--- config.mk ---
export PLATFORM = sky130hd
export DESIGN_NAME = irq_controller
export DESIGN_NICKNAME = d
export VERILOG_FILES = /design/src/rtl/irq_controller.sv
export SDC_FILE = /design/constraint.sdc
export NUM_CORES = 1
export LEC_CHECK = 0
export CORE_ASPECT_RATIO = 1.1
export CORE_MARGIN = 3
export CORE_UTILIZATION = 48
export DETAILED_ROUTE_END_ITERATION = 10
export GPL_TIMING_DRIVEN = 0
export PLACE_DENSITY = 0.82
export SYNTH_ARGS = -nofsm -noshare
export SYNTH_HDL_FRONTEND = slang
export SYNTH_SLANG_ARGS = --single-unit
--- constraint.sdc ---
create_clock -name clk -period 2.45 [get_ports clk]
set_clock_uncertainty 0.15 [all_clocks]
set_input_delay 0.6125 -clock clk [delete_from_list [all_inputs] [get_ports clk]]
set_output_delay 0.6125 -clock clk [all_outputs]
set_load 0.005 [all_outputs]
--- src/rtl/irq_controller.sv ---
// Vectored interrupt controller: per-line synchroniser, edge/level pending, mask, fixed priority.
// Optional nesting (higher channel preempts the one in service) is enabled by IRQ_NESTING_EN.
module irq_controller #(
  parameter int unsigned N_IRQ       = 8,
  parameter int unsigned SYNC_STAGES = 2,
  parameter int unsigned ID_W        = $clog2(N_IRQ)
) (
  input  logic             clk,
  input  logic             rst_n,
  input  logic [N_IRQ-1:0] irq_async,
  input  logic [N_IRQ-1:0] irq_mode,
  input  logic [N_IRQ-1:0] irq_mask,
  input  logic             irq_disable,
  input  logic             irq_ack,
  input  logic             irq_eoi,
  output logic             irq_req,
  output logic [ID_W-1:0]  irq_id,
  output logic [N_IRQ-1:0] irq_pending,
  output logic             irq_active
);

  logic [N_IRQ-1:0] sync_q [SYNC_STAGES];
  logic [N_IRQ-1:0] prev_q;
  logic [N_IRQ-1:0] sync_lvl;
  logic [N_IRQ-1:0] edge_det;

  logic [N_IRQ-1:0] edge_pend_q, edge_pend_d;
  logic [N_IRQ-1:0] in_service_q, in_service_d;
  logic             req_q, req_d;
  logic [ID_W-1:0]  id_q, id_d;

  logic             ack_acc;
  logic [N_IRQ-1:0] ack_onehot;
  logic             is_any;
  logic [ID_W-1:0]  is_top;
  logic [N_IRQ-1:0] gate;
  logic [N_IRQ-1:0] eligible;
  logic             win_any;
  logic [ID_W-1:0]  win_idx;

  always_ff @(posedge clk or negedge rst_n) begin
    if (!rst_n) begin
      for (int s = 0; s < SYNC_STAGES; s++) begin
        sync_q[s] <= '0;
      end
      prev_q <= '0;
    end else begin
      sync_q[0] <= irq_async;
      for (int s = 1; s < SYNC_STAGES; s++) begin
        sync_q[s] <= sync_q[s-1];
      end
      prev_q <= sync_q[SYNC_STAGES-1];
    end
  end

  assign sync_lvl = sync_q[SYNC_STAGES-1];
  assign edge_det = sync_lvl & ~prev_q;

  assign ack_acc = irq_ack & req_q;

  always_comb begin
    ack_onehot = '0;
    if (ack_acc) begin
      ack_onehot[id_q] = 1'b1;
    end
  end

  // A fresh edge wins over the ack clear of the same channel.
  assign edge_pend_d = irq_mode & (edge_det | (edge_pend_q & ~ack_onehot));

  // Level channels mirror the synchronised line; edge channels use the latched bit.
  assign irq_pending = (irq_mode & edge_pend_q) | (~irq_mode & sync_lvl);

  always_comb begin
    is_any = |in_service_q;
    is_top = '0;
    for (int i = 0; i < N_IRQ; i++) begin
      if (in_service_q[i]) begin
        is_top = ID_W'(i);
      end
    end
  end

`ifdef IRQ_NESTING_EN
  always_comb begin
    gate = '0;
    for (int i = 0; i < N_IRQ; i++) begin
      gate[i] = !is_any || (ID_W'(i) > is_top);
    end
  end
`else
  assign gate = is_any ? '0 : '1;
`endif

  assign eligible = irq_disable ? '0 : (irq_pending & ~irq_mask & gate);

  always_comb begin
    win_any = |eligible;
    win_idx = '0;
    for (int i = 0; i < N_IRQ; i++) begin
      if (eligible[i]) begin
        win_idx = ID_W'(i);
      end
    end
  end

  // The eoi pops the pre-ack top of stack; the ack's bit is then pushed.
  always_comb begin
    in_service_d = in_service_q;
    if (irq_eoi && is_any) begin
      in_service_d[is_top] = 1'b0;
    end
    in_service_d = in_service_d | ack_onehot;
  end

  always_comb begin
    req_d = req_q;
    id_d  = id_q;
    if (ack_acc) begin
      req_d = 1'b0;
    end else begin
      req_d = win_any;
      if (win_any) begin
        id_d = win_idx;
      end
    end
  end

  always_ff @(posedge clk or negedge rst_n) begin
    if (!rst_n) begin
      edge_pend_q  <= '0;
      in_service_q <= '0;
      req_q        <= 1'b0;
      id_q         <= '0;
    end else begin
      edge_pend_q  <= edge_pend_d;
      in_service_q <= in_service_d;
      req_q        <= req_d;
      id_q         <= id_d;
    end
  end

  assign irq_req    = req_q;
  assign irq_id     = id_q;
  assign irq_active = |in_service_q;

endmodule

==> run_results.csv, run 1 <==
group,metric,value,unit
run_status,run_status,"completed",
sta,grt_setup_unrepaired,"no",
routing,drtAntennaViolNets,0,
synth,postSynthNetCount,178,
layout,antenna-diode-count,0,
place,dp_worst_setup_slack,-0.325,ns
routing,initialDrtViolationCount,85,
floorplan,initial_cell_density_of_the_core,51.2,%
sta,slew_headroom,71.9,%
layout,final_nets,230,
setup_path,path_max_fanout,2,
setup_path,timing.setup.critical_path_class,"in -> out",
synth,synth.top_cell.area_share,62.5,%
floorplan,number_of_placement_rows,22,
synth,synth_async_sr_flop_share,100,%
setup_path,worstRegToRegCells,6,
synth,netlist-cell-type-count,35,
sta,final.period_utilization,97.0,%
global_route,number_of_antenna_violations_at_the_first_check_in_global_routing,0,
layout,drive_gt1_share,15.3,%
sta,post-route-min-period,2.38,ns
cts,clock_insertion_delay_worst_skew,0.34,ns
sta,max_clock_freq,421,MHz
routing,viasPerCell,5.18,
synth,synthMostInstantiatedCell,"dfrtp_1",
cts,clkSinkCount,44,
place,place_congestion,0.801,
routing,vias,1296,
synth,seq_area_frac_synth,62.5,%
synth,ys_top_cells_by_area,"dfrtp_1, nor2b_1, nand2_1",
global_route,largest_net_degree_at_the_start_of_global_routing,29,
synth,syn_area_per_cell,11.8,µm²
routing,detail_route.wirelength,3590,µm
layout,flow.area_growth_from_synthesis,32.8,%
synth,ys_seq_elements,44,
synth,synth_common_cells,"dfrtp_1, nand2_1, nor2b_1",
synth,ys_warn_count,0,
floorplan,die_area,0.00444,mm²
cts,htree_num_levels,2,
floorplan,ios,42,
job,maxCapViolCount,0,
sta,worstMarginPinSlew,0.415,ns
setup_path,critical-path-top-delay-family,"buffers and inverters",
setup_path,cp-end-kind,"output pin",
global_route,grt_pass1_vias,1360,
sta,count_of_final_hold_check_violations,0,
synth,synth_flop_cell,"dfrtp_1",
place,place.detailed.instances,238,
sta,worst_slack,0.0726,ns
floorplan,core-area,0.00344,mm²
floorplan,die_y,69.6,µm
sta,slew_violations,0,
routing,drt_pre_antenna_iters,4,
cts,cts_max_path_buffers,2,
power_and_ir_drop,leakage_power,1.10,nW
synth,number_of_synthesized_flops_with_an_enable_pin,0,
global_route,globalRouteTotalUtil,18.1,%
setup_path,slowest_delay,0.44,ns
place,placement.io_buffers,40,
setup_path,crit_reg_reg_startpoint,"in_service_q[1]$_DFF_PN0_",
synth,postSynthCellCount,149,
cts,cts_tree,"yes",
cts,clock_slew_at_the_register_clock_pins_of_the_worst_setup_and_hold_paths,0.11,ns
setup_path,critPathArrivalTime,1.61,ns
setup_path,crit_buf_inv,3,
layout,layout.core_utilization,68.0,%
sta,fin_setup_tns,0,ns
power_and_ir_drop,powerDensity,791,mW/mm²
place,place_hpwl,2720,µm
setup_path,worst_setup_sp_type,"input pin",
global_route,gr-total-overflow,0,
cts,cts_inserted_buffers,5,
cts,cts_root_buf,"clkbuf_4",
synth,synth_area_leader_cell,"dfrtp_1",
setup_path,cp_slowest_cell,"clkdlybuf4s50_1",
global_route,grt_pass1_wl,6270,µm
power_and_ir_drop,worst_ir_drop_vdd,0.000403,V
synth,mappedNetlistArea,0.00176,mm²
setup_path,timing.rr.end,"irq_id[1]$_DFFE_PN0P_",
min_path,min_path_type,"in -> async",
layout,finish.cell_count_without_fillers,250,
setup_path,timing.critical_path.required,1.69,ns
sta,fin_hold_ws,0.0215,ns
routing,drt_drc_violations_left,0,
floorplan,floorplan_die_width,63.8,µm
sta,timing.final.setup_violations,0,
setup_path,regToRegSetupSlack,0.36,ns
routing,post_drt_wl_per_cell,14.4,µm
cts,cts_hold_repair.buffers,0,
setup_path,timing.critical_path.cells,"dlygate4sd2_1, mux2i_2, inv_1, clkdlybuf4s50_1",
==> sequential cells by signal, indices dropped and copies added, names as in the netlist <==
signal,cells
irq_id,3
in_service_q,8
irq_req,1
sync_q,8
prev_q,8
sync_lvl,8
edge_pend_q,8
==> worst max path at each step <==
stage	startpoint	end	slack (ns)	cells past startpoint
floorplan	irq_mode[2]	irq_id[0]$_DFFE_PN0P_	0.36	5
global placement	rst_n	sync_q[12]$_DFF_PN0_	-0.43	1
detailed placement	irq_mode[2]	irq_id[1]$_DFFE_PN0P_	-0.33	6
CTS	in_service_q[1]$_DFF_PN0_	irq_active	-0.02	3
global route	irq_mode[4]	irq_pending[4]	0.004	4
finish	irq_mode[4]	irq_pending[4]	0.07	4
==> worst register-to-register path, delay by kind of cell, from the launching register on <==
family | cells | cell delay, ns
AND/OR/NAND/NOR | 2 | 0.71
multiplexers | 1 | 0.33
buffers and inverters | 1 | 0.16
AO/OA/AOI/OAI | 2 | 0.24
flip-flops | 1 | 0.40
==> per-layer routing <==
metal	up-vias	wire, µm	track usage, %
li1	617	-	-
met1	648	1510	21.7
met2	27	1890	31.0
met3	4	154	5.67
met4	0	36	5.04
met5	-	0	0
==> through the flow <==
stage	power, W	area [µm²]
5_1_grt	0.00197	2340
2_1_floorplan	0.00123	1760
6_report	0.00185	2340
3_3_place_gp	0.00145	2220
4_1_cts	0.00184	2330
3_5_place_dp	0.00148	2240
==> final cells by class <==
| class | count | area [µm²] |
|---|---|---|
| Tap cell | 48 | 60.1 |
| Timing Repair Buffer | 45 | 429 |
| Inverter | 6 | 22.5 |
| Sequential cell | 44 | 1100 |
| Multi-Input combinational cell | 98 | 666 |
| Buffer | 1 | 3.75 |
| Clock buffer | 8 | 58.8 |
| Fill cell | 277 | 1100 |
==> placed cells by master (no fill, tap or decap), types with 3 or more instances in the layout <==
master,n
buf_4,4
clkbuf_1,3
inv_1,6
o21ai_0,6
mux2_4,5
dfrtp_1,44
nor2_1,8
mux2i_2,3
a21oi_1,9
clkbuf_4,5
nand2_1,20
dlygate4sd2_1,13
clkdlybuf4s50_1,23
nor2b_1,18
==> kinds of logic after synthesis <==
group / share of synthesized area [%]
mux: 6.17
simple gates: 19.2
compound gates: 10.7
flops: 62.5
buf+inv: 1.49
==> repair_timing <==
action,in CTS,in global routing
pin swaps,0,0
gates resized for setup,22,4
buffers inserted,3,1
setup endpoints to repair,9,4
cloned,0,0
==> power by group <==
part / switching, W / internal (W)
registers: 0.0000881 / 0.000813
clock network: 0.000209 / 0.000142
logic: 0.000257 / 0.000342
total: 0.000554 / 0.00130
Note: power is estimated with default switching activity, not from simulation.
==> run 2, diff against run 1 <==
--- a/config.mk
+++ b/config.mk
@@ -11,6 +11,7 @@
 export DETAILED_ROUTE_END_ITERATION = 10
 export GPL_TIMING_DRIVEN = 0
 export PLACE_DENSITY = 0.82
+export SLEW_MARGIN = 20
 export SYNTH_ARGS = -nofsm -noshare
 export SYNTH_HDL_FRONTEND = slang
 export SYNTH_SLANG_ARGS = --single-unit
==> results of run 2 <==
The final DEF is identical to that of run 1; final timing and power are the same.
